[src/rtl/entrada_numero.sv]
// -----------------------------------------------------------------------------
// entrada_numero
//
// Keypad entry stage that sits directly behind the 4x4 matrix scanner.
// The scanner only reports a held key while its column is being driven, so a
// single keystroke shows up as bursts of the key code separated by 4'hF.
// This block rebuilds one clean press event per keystroke from those bursts.
// It accumulates decimal digits into a binary operand and commits the operand
// on the enter key.
//
// Key map: 0-9 digit, A enter, E clear, B/C/D ignored, F no key.
// Optional feature macro: KEY_BACKSPACE_EN. When it is defined, B deletes the
// last digit. When it is undefined, B only produces a key event and no divider
// is built.
//
// Parameters
//   PRESS_CYC    identical non-F samples needed to accept a press
//   RELEASE_CYC  consecutive F samples needed to declare the key released
//   MAX_DIGITS   digit capacity of the operand (1..4)
//
// Ports
//   clk          system clock
//   rst          synchronous active-high reset
//   boton        scanner key code, 4'hF = no key
//   key_valid    one-cycle pulse per accepted keystroke
//   key_code     code of the last accepted key, held between pulses
//   value        operand being typed (binary, 0..9999)
//   digit_count  number of digits currently in value
//   operand      last committed operand
//   value_ready  one-cycle pulse when operand updates
// -----------------------------------------------------------------------------
module entrada_numero #(
  parameter int PRESS_CYC   = 8,
  parameter int RELEASE_CYC = 256,
  parameter int MAX_DIGITS  = 4
) (
  input  logic        clk,
  input  logic        rst,
  input  logic [3:0]  boton,
  output logic        key_valid,
  output logic [3:0]  key_code,
  output logic [13:0] value,
  output logic [2:0]  digit_count,
  output logic [13:0] operand,
  output logic        value_ready
);

  localparam int PW = $clog2(PRESS_CYC + 1);
  localparam int RW = $clog2(RELEASE_CYC + 1);

  localparam logic [PW-1:0] PRESS_LAST   = PW'(PRESS_CYC - 1);
  localparam logic [RW-1:0] RELEASE_LAST = RW'(RELEASE_CYC - 1);
  localparam logic [2:0]    MAX_CNT      = 3'(MAX_DIGITS);

  localparam logic [3:0] KEY_NONE  = 4'hF;
  localparam logic [3:0] KEY_ENTER = 4'hA;
  localparam logic [3:0] KEY_CLEAR = 4'hE;
`ifdef KEY_BACKSPACE_EN
  localparam logic [3:0] KEY_BACK  = 4'hB;
`endif

  localparam logic [1:0] ST_IDLE    = 2'd0;
  localparam logic [1:0] ST_CONFIRM = 2'd1;
  localparam logic [1:0] ST_HELD    = 2'd2;

  logic [3:0]    boton_q;
  logic [1:0]    state;
  logic [3:0]    cand;
  logic [PW-1:0] match_cnt;
  logic [RW-1:0] silence_cnt;

  logic [13:0]   value_x10;
  logic [13:0]   value_push;

  // Single input register; every decision below looks only at boton_q.
  always_ff @(posedge clk) begin
    if (rst) begin
      boton_q <= KEY_NONE;
    end else begin
      boton_q <= boton;
    end
  end

  // Press/release reconstruction.
  // CONFIRM demands an unbroken run of the same code. Any F or any other
  // code aborts the candidate, and that aborting sample is not reused as a
  // new candidate. HELD waits for a long silence, which bridges the gaps the
  // scanner leaves between column bursts. Codes seen while HELD only restart
  // the silence timer, so a second key or a quick re-press is never reported.
  always_ff @(posedge clk) begin
    if (rst) begin
      state       <= ST_IDLE;
      cand        <= KEY_NONE;
      match_cnt   <= '0;
      silence_cnt <= '0;
      key_valid   <= 1'b0;
      key_code    <= KEY_NONE;
    end else begin
      key_valid <= 1'b0;
      case (state)
        ST_IDLE: begin
          if (boton_q != KEY_NONE) begin
            cand <= boton_q;
            if (PRESS_CYC <= 1) begin
              state       <= ST_HELD;
              key_valid   <= 1'b1;
              key_code    <= boton_q;
              match_cnt   <= '0;
              silence_cnt <= '0;
            end else begin
              state     <= ST_CONFIRM;
              match_cnt <= PW'(1);
            end
          end
        end

        ST_CONFIRM: begin
          if (boton_q == cand) begin
            if (match_cnt == PRESS_LAST) begin
              state       <= ST_HELD;
              key_valid   <= 1'b1;
              key_code    <= cand;
              match_cnt   <= '0;
              silence_cnt <= '0;
            end else begin
              match_cnt <= match_cnt + 1'b1;
            end
          end else begin
            state     <= ST_IDLE;
            match_cnt <= '0;
          end
        end

        ST_HELD: begin
          if (boton_q != KEY_NONE) begin
            silence_cnt <= '0;
          end else if (silence_cnt == RELEASE_LAST) begin
            state       <= ST_IDLE;
            silence_cnt <= '0;
          end else begin
            silence_cnt <= silence_cnt + 1'b1;
          end
        end

        default: begin
          state       <= ST_IDLE;
          match_cnt   <= '0;
          silence_cnt <= '0;
        end
      endcase
    end
  end

  // value*10 built from shifts. With at most four digits the result stays
  // below 10000, so 14 bits never overflow.
  assign value_x10  = (value << 3) + (value << 1);
  assign value_push = value_x10 + {10'd0, key_code};

  // Accumulator. It acts on the key_valid cycle, so its outputs move on the
  // edge that ends the pulse. A digit typed at capacity is dropped silently.
  // Enter with no digits is ignored.
  always_ff @(posedge clk) begin
    if (rst) begin
      value       <= '0;
      digit_count <= '0;
      operand     <= '0;
      value_ready <= 1'b0;
    end else begin
      value_ready <= 1'b0;
      if (key_valid) begin
        if (key_code <= 4'd9) begin
          if (digit_count < MAX_CNT) begin
            value       <= value_push;
            digit_count <= digit_count + 3'd1;
          end
        end else if (key_code == KEY_ENTER) begin
          if (digit_count != 3'd0) begin
            operand     <= value;
            value_ready <= 1'b1;
            value       <= '0;
            digit_count <= '0;
          end
        end else if (key_code == KEY_CLEAR) begin
          value       <= '0;
          digit_count <= '0;
        end
`ifdef KEY_BACKSPACE_EN
        else if (key_code == KEY_BACK) begin
          if (digit_count != 3'd0) begin
            value       <= value / 14'd10;
            digit_count <= digit_count - 3'd1;
          end
        end
`endif
      end
    end
  end

endmodule

[config.mk]
export PLATFORM = sky130hd
export DESIGN_NAME = entrada_numero
export DESIGN_NICKNAME = d
export VERILOG_FILES = /design/src/rtl/entrada_numero.sv
export SDC_FILE = /design/constraint.sdc
export NUM_CORES = 1
export LEC_CHECK = 0
export CAP_MARGIN = 20
export CORE_AREA = 2 2 103 105
export DETAILED_ROUTE_END_ITERATION = 10
export DIE_AREA = 0 0 105 107
export GPL_TIMING_DRIVEN = 1
export HOLD_SLACK_MARGIN = 0.15
export RECOVER_POWER = 100
export SLEW_MARGIN = 5
export SYNTH_ARGS = -nofsm -noshare
export SYNTH_HDL_FRONTEND = slang
export SYNTH_SLANG_ARGS = --single-unit
[constraint.sdc]
create_clock -name clk -period 2.6 [get_ports clk]
set_input_delay 0.26 -clock clk [delete_from_list [all_inputs] [get_ports clk]]
set_output_delay 0.26 -clock clk [all_outputs]
set_load 0.02 [all_outputs]
==> results of run 1 <==
==> kinds of logic (layout without fill, tap and decap cells) <==
| logic type | Yosys count | count (layout) |
|---|---|---|
| AO/OA/AOI/OAI | 78 | 78 |
| XOR/XNOR | 14 | 14 |
| adder cells (fa/ha/maj) | 28 | 28 |
| buffers and inverters | 24 | 82 |
| flip-flops | 60 | 60 |
| multiplexers | 13 | 13 |
| AND/OR/NAND/NOR | 127 | 127 |
==> placed cells by master, fill, tap and decap left out, drive strengths merged, types with 3 or more instances in the layout <==
cell            n
a21o            3
a21oi          22
a31oi           3
and2            3
buf             7
clkbuf         15
clkdlybuf4s50   4
clkinv          4
dfxtp          60
dlygate4sd3    38
ha             26
inv            12
mux2i          13
nand2          27
nand2b          3
nand3          13
nand3b          3
nand4           3
nor2           45
nor2b           3
nor3           15
nor4            4
o211ai          3
o21a            4
o21ai          26
o31ai           3
or2             4
xnor2          10
xor2            4
==> routing by layer <==
layer	routed length, um	part of all wire	vias up	track usage
met5	0	0	-	0
li1	-	-	1323	-
met2	2927	0.42	44	0.1962
met1	3635	0.52	1201	0.1755
met3	245	0.035	10	0.03161
met4	129	0.019	0	0.06476
==> state kept, by name (all words and copies together) (netlist names) <==
name         cells
operand         14
boton_q          4
cand             4
digit_count      3
silence_cnt      9
value_ready      1
state            2
key_code         4
key_valid        1
value           14
match_cnt        4
==> worst max-delay path: stages, from the launching register on <==
cell      delay (ps)
dfxtp_1          340
inv_1             70
fa_1             600
inv_1             60
ha_1             300
a211oi_1         230
o21a_1           210
o31ai_2          100
a31oi_1          200
xor2_1           160
o21ai_1           70
==> cells in the mapped netlist, types with 6 or more instances <==
cell type	number	area (um^2)
dfxtp_1	60	1201
o21ai_0	18	90.09
a21oi_1	21	105.1
nand3_1	12	60.06
nor2_1	45	168.9
clkbuf_1	6	22.52
ha_1	26	325.3
nor3_1	14	70.07
nand2_1	27	101.4
o21ai_1	7	35.03
mux2i_1	13	130.1
inv_1	12	45.04
xnor2_1	10	87.58
==> worst paths after layout <==
| path | from | endpoint | slack, ps | cells after the start |
|---|---|---|---|---|
| max | value[0] | value[11] | 150 | 10 |
| min | boton[3] | boton_q[3] | 460 | 2 |
| max reg2reg | value[0] | value[11] | 150 | 10 |
| min reg2reg | silence_cnt[8] | silence_cnt[8] | 480 | 1 |
==> timing repair <==
action | 4_1_cts | 5_1_grt
hold buffers | 0 | 0
setup endpoints to repair | 0 | 3
gates resized for setup | 0 | 2
setup buffers | 0 | 1
==> metrics by stage <==
stage               power, W  instances
floorplan           0.001020        344
global placement    0.001042        521
detailed placement  0.001043        521
CTS                 0.001998        537
global route        0.002043        538
finish              0.001970        538
==> layout make-up <==
class / instances / area [um^2] / area share
inverters: 12 / 45.04 / 0.01157
clock inverters: 6 / 87.58 / 0.02249
clock buffers: 10 / 137.6 / 0.03535
flip-flops and latches: 60 / 1201 / 0.3085
multi-input cells: 260 / 1757 / 0.4512
repair buffers: 54 / 495.5 / 0.1272
well taps: 136 / 170.2 / 0.04370
==> report_power, final <==
part	internal [W]	switching, W
sequential	0.000930	0.0000133
combinational	0.0000302	0.0000418
clock	0.000565	0.000389
total	0.00153	0.000444
==> impl_metrics.py, run 1 <==
metrics = {
    "routing": {
        "drtAntennaViolNets": 0,
        "drt-initial-drc-count": 50,
        "finalWirelength_um": 6937,
        "viasPerCell": 4.792,
        "drc_errors": 0,
        "drt_pass1_iterations": 4,
        "avgRoutedWirePerCell_um": 12.89,
        "vias": 2578,
    },
    "critical_path": {
        "worst-path-max-fanout": 3,
        "worstPathArrival_ps": 2680,
        "start_kind": "flop",
        "critical_path.endpoint_type": "flop",
        "path_class": "flop to flop",
        "cp_data_required_time_ps": 2830,
    },
    "clocking": {
        "clk_pin_slew_ps": 70,
        "cts_tree": "built",
        "cts.sinks": 60,
        "worstSkewPairLatency_ps": 350,
        "htreeDepth": 3,
        "numCtsBuffers": 9,
        "cts_root_buf": "clkbuf_8",
        "clk_path_buf_depth": 2,
    },
    "synth": {
        "synth_xor_area_frac": 0.03977,
        "synth_mux_area_frac": 0.04221,
        "synth_top_family_by_area": "simple AND/OR/NAND/NOR gates",
        "synth_seq_cells": 60,
        "syn_area_per_cell_um2": 8.962,
        "synthArstFlopShare": 0,
        "syn_area_mm2": 0.003083,
        "syn_nets": 378,
        "yosysSeqAreaShare": 0.3896,
        "synth-compound-area-share": 0.1648,
        "synth.distinct_cells": 54,
        "synthAdderAreaFrac": 0.1185,
        "yosysWarnings": 0,
        "synthFlopType": "dfxtp_1",
        "syn_inst": 344,
        "synth-simple-area-share": 0.2098,
        "synth_edf_count": 0,
    },
    "place": {
        "place_area_mm2": 0.003692,
        "hpwl_um": 5051,
        "gp_congestion": 0.8008,
        "dp_slack_ps": 113.9,
        "port_buffers": 42,
    },
    "final_layout": {
        "num-nets-final": 431,
        "drive_gt1_frac": 0.1045,
        "fin_util": 0.3858,
        "syn2layout_area_growth_pct": 26.30,
        "diodes": 0,
        "stdcell_area_mm2": 0.003894,
        "n_fill_cell": 1074,
    },
    "floorplanning": {
        "fp.dieArea_mm2": 0.01124,
        "fp-row-count": 37,
        "die-height_um": 107,
        "core_mm2": 0.01009,
        "start_util": 0.3055,
        "top_level_ports": 43,
        "die_w_um": 105,
    },
    "timing": {
        "fin_crit_sh": 0.9428,
        "grt_setup_unrepaired": "no",
        "setup_violations": 0,
        "tns_ps": 0,
        "relSlewSlack": 0.2052,
        "hold_ws_ps": 461.4,
        "fin_ws_ps": 148.8,
        "tightest_slew_ps": 1192,
        "slew_viol_final": 0,
        "hold_viol": 0,
        "fmax_ghz": 0.4080,
        "skew_ps": 6.543,
        "fin_crit_ps": 2451,
    },
    "status": {
        "status": "completed",
    },
    "run": {
        "maxCapViolations": 0,
    },
    "grt": {
        "grt_start_max_net_pins": 24,
        "antenna_found_initial": 0,
        "grt_pass1_vias": 2430,
        "grt_overflow": 0,
        "grt_pass1_wl_um": 11680,
        "groute.usage.overall": 0.1309,
    },
    "worst_hold_path": {
        "hold_path_class": "input pin to flop",
    },
    "power_and_ir_drop": {
        "total_leakage_power_nw": 1.760,
        "cellPowerDensity_mw_per_mm2": 505.8,
        "vdd_drop_max_mv": 0.2128,
    },
}
Note: power is estimated with default switching activity, not from simulation.
==> run 2, diff against run 1 <==
Clock period 2.6 ns to 2.9 ns, I/O delays scaled along.
==> run 2 against run 1 <==
  * Setup slack better by 110 ps
  * Utilization down 0.68 points
  * Power down 11%
  * Worst hold slack better by 10 ps
  * Sequential share of layout area up 0.55 points
  * Die area unchanged
  * Cell area down 1.8%
  * Critical path type unchanged
  * Clock power down 11%
  * Non-clock buffer count down 7
  * First-iteration DRC count up 90%
  * Routed wire length down 2.4%
  * Sequential power down 10%
==> impl_metrics.py, run 2 (synthesis gave the netlist of run 1 again) <==
metrics = {
    "status": {
        "status": "completed",
    },
    "grt": {
        "grt_pass1_wl_um": 11740,
        "grt_use_met3": 0.03647,
        "antenna_found_initial": 0,
        "grt_start_max_net_pins": 27,
        "groute.usage.overall": 0.1282,
        "grt_pass1_vias": 2465,
        "grt_busiest_layer": "met2",
        "grt_overflow": 0,
        "use_met1": 0.1655,
        "met2_usage": 0.2059,
    },
    "routing": {
        "drtAntennaViolNets": 0,
        "drt-initial-drc-count": 95,
        "avgRoutedWirePerCell_um": 12.75,
        "vias": 2570,
        "drc_errors": 0,
        "finalWirelength_um": 6772,
        "viasPerCell": 4.840,
        "drt_pass1_iterations": 4,
    },
    "final_layout": {
        "stdcell_area_mm2": 0.003825,
        "fin_util": 0.3790,
        "syn2layout_area_growth_pct": 24.07,
        "multi_input_area_mm2": 0.001737,
        "final_common_cell": "dfxtp_1",
        "layout_common_cells": "dfxtp_1, nor2_1, dlygate4sd3_1",
        "diodes": 0,
        "seqCellArea_mm2": 0.001201,
        "reg_top3": "operand x14, value x14, silence_cnt x9",
        "n_fill_cell": 1084,
        "drive_gt1_frac": 0.08354,
        "num-nets-final": 424,
    },
    "clocking": {
        "htreeDepth": 3,
        "cts_root_buf": "clkbuf_8",
        "hold_buffers": 0,
        "cts_tree": "built",
        "cts_resized": 0,
        "numCtsBuffers": 9,
        "cts_setup_buffers": 0,
        "clk_pin_slew_ps": 70,
        "clk_path_buf_depth": 2,
        "worstSkewPairLatency_ps": 330,
        "cts.sinks": 60,
    },
    "timing": {
        "fin_crit_sh": 0.9110,
        "hold_ws_ps": 471.4,
        "slew_viol_final": 0,
        "grt_setup_unrepaired": "no",
        "setup_violations": 0,
        "fin_crit_ps": 2642,
        "tightest_slew_ps": 1373,
        "tns_ps": 0,
        "relSlewSlack": 0.07624,
        "skew_ps": 7.599,
        "hold_viol": 0,
        "fmax_ghz": 0.3785,
    },
    "place": {
        "port_buffers": 42,
        "gp_congestion": 0.7868,
        "place_area_mm2": 0.003647,
        "hpwl_um": 5009,
    },
    "critical_path": {
        "start_kind": "flop",
        "regToRegStartpoint": "key_code[3]",
        "path_class": "flop to flop",
        "worst-path-max-fanout": 5,
        "r2r_cells": 10,
        "startpoint": "key_code[3]",
        "cp_data_required_time_ps": 3160,
        "r2r_end": "value[11]",
        "ff2ff_setup_slack_ps": 260,
        "timing.critical_path.to": "value[11]",
        "critical_path.endpoint_type": "flop",
        "worstPathArrival_ps": 2900,
    },
    "power_and_ir_drop": {
        "clock_power_share": 0.482,
        "total_leakage_power_nw": 1.719,
        "vdd_drop_max_mv": 0.2690,
        "combPwrFrac": 0.037,
        "switching_share": 0.2231,
        "p_seq_frac": 0.481,
        "cellPowerDensity_mw_per_mm2": 460.1,
        "intPower_w": 0.001367,
        "power_switching_w": 0.0003926,
    },
    "run": {
        "maxCapViolations": 0,
    },
    "floorplanning": {
        "top_level_ports": 43,
        "fp.dieArea_mm2": 0.01124,
        "start_util": 0.3055,
        "die-height_um": 107,
        "fp-row-count": 37,
        "die_w_um": 105,
        "core_mm2": 0.01009,
    },
    "worst_hold_path": {
        "hold_path_class": "flop to flop",
    },
}
==> run 2: cell types whose count changed in the layout (fill, tap and decap cells not counted), moves of 2 or more <==
cell | before | now
buf_4 | 7 | 2
nor4_2 | 2 | 0
nor4_1 | 2 | 4
clkinvlp_4 | 0 | 3
o21ai_1 | 3 | 0
o21ai_0 | 22 | 25
clkinv_4 | 2 | 0
==> run 2: layout make-up <==
| class | count | area share |
|---|---|---|
| flip-flops and latches | 60 | 0.3140 |
| well taps | 136 | 0.04449 |
| clock buffers | 10 | 0.03598 |
| clock inverters | 6 | 0.02290 |
| repair buffers | 47 | 0.1168 |
| multi-input cells | 260 | 0.4540 |
| inverters | 12 | 0.01178 |
==> run 2: worst min path at each step <==
stage	startpoint	to	slack [ps]	cells past startpoint
final	silence_cnt[8]	silence_cnt[8]	470	1
after floorplan	boton[0]	boton_q[0]	390	1
after global placement	silence_cnt[8]	silence_cnt[8]	470	1
after detailed placement	value[13]	value[13]	470	2
after global routing	silence_cnt[8]	silence_cnt[8]	490	1
after CTS	value[13]	value[13]	480	2
==> run 2: worst max-delay path, cell delays in order (launching register included) <==
cell and delay [ps]:
dfxtp_1 460, inv_1 120, fa_1 540, inv_1 50, ha_1 300, a211oi_1 70
o21a_1 220, o31ai_1 360, a31oi_1 150, xor2_1 150, o21ai_0 140
==> run 2: metal layers <==
layer / routed length [um] / vias to the layer above
met5: 0 / -
met4: 79 / 0
met3: 256 / 7
met2: 3067 / 49
met1: 3369 / 1196
li1: - / 1318
==> run 2: power groups by stage <==
| stage | clock network (W) | logic, W | registers (W) |
|---|---|---|---|
| after floorplan | 0 | 0.0000549 | 0.000859 |
| after global placement | 0 | 0.0000681 | 0.000865 |
| after detailed placement | 0 | 0.0000690 | 0.000865 |
| after CTS | 0.000868 | 0.0000692 | 0.000846 |
| after global routing | 0.000903 | 0.0000732 | 0.000848 |
| final | 0.000849 | 0.0000643 | 0.000847 |
==> run 2: metrics by stage <==
| step | std cells | setup slack [ps] | total power (W) |
|---|---|---|---|
| after floorplan | 344 | 364.3 | 0.0009142 |
| after global placement | 515 | 390.2 | 0.0009331 |
| after detailed placement | 515 | 328.0 | 0.0009345 |
| after CTS | 531 | 292.8 | 0.001784 |
| after global routing | 531 | 106.8 | 0.001824 |
| final | 531 | 258.0 | 0.001760 |
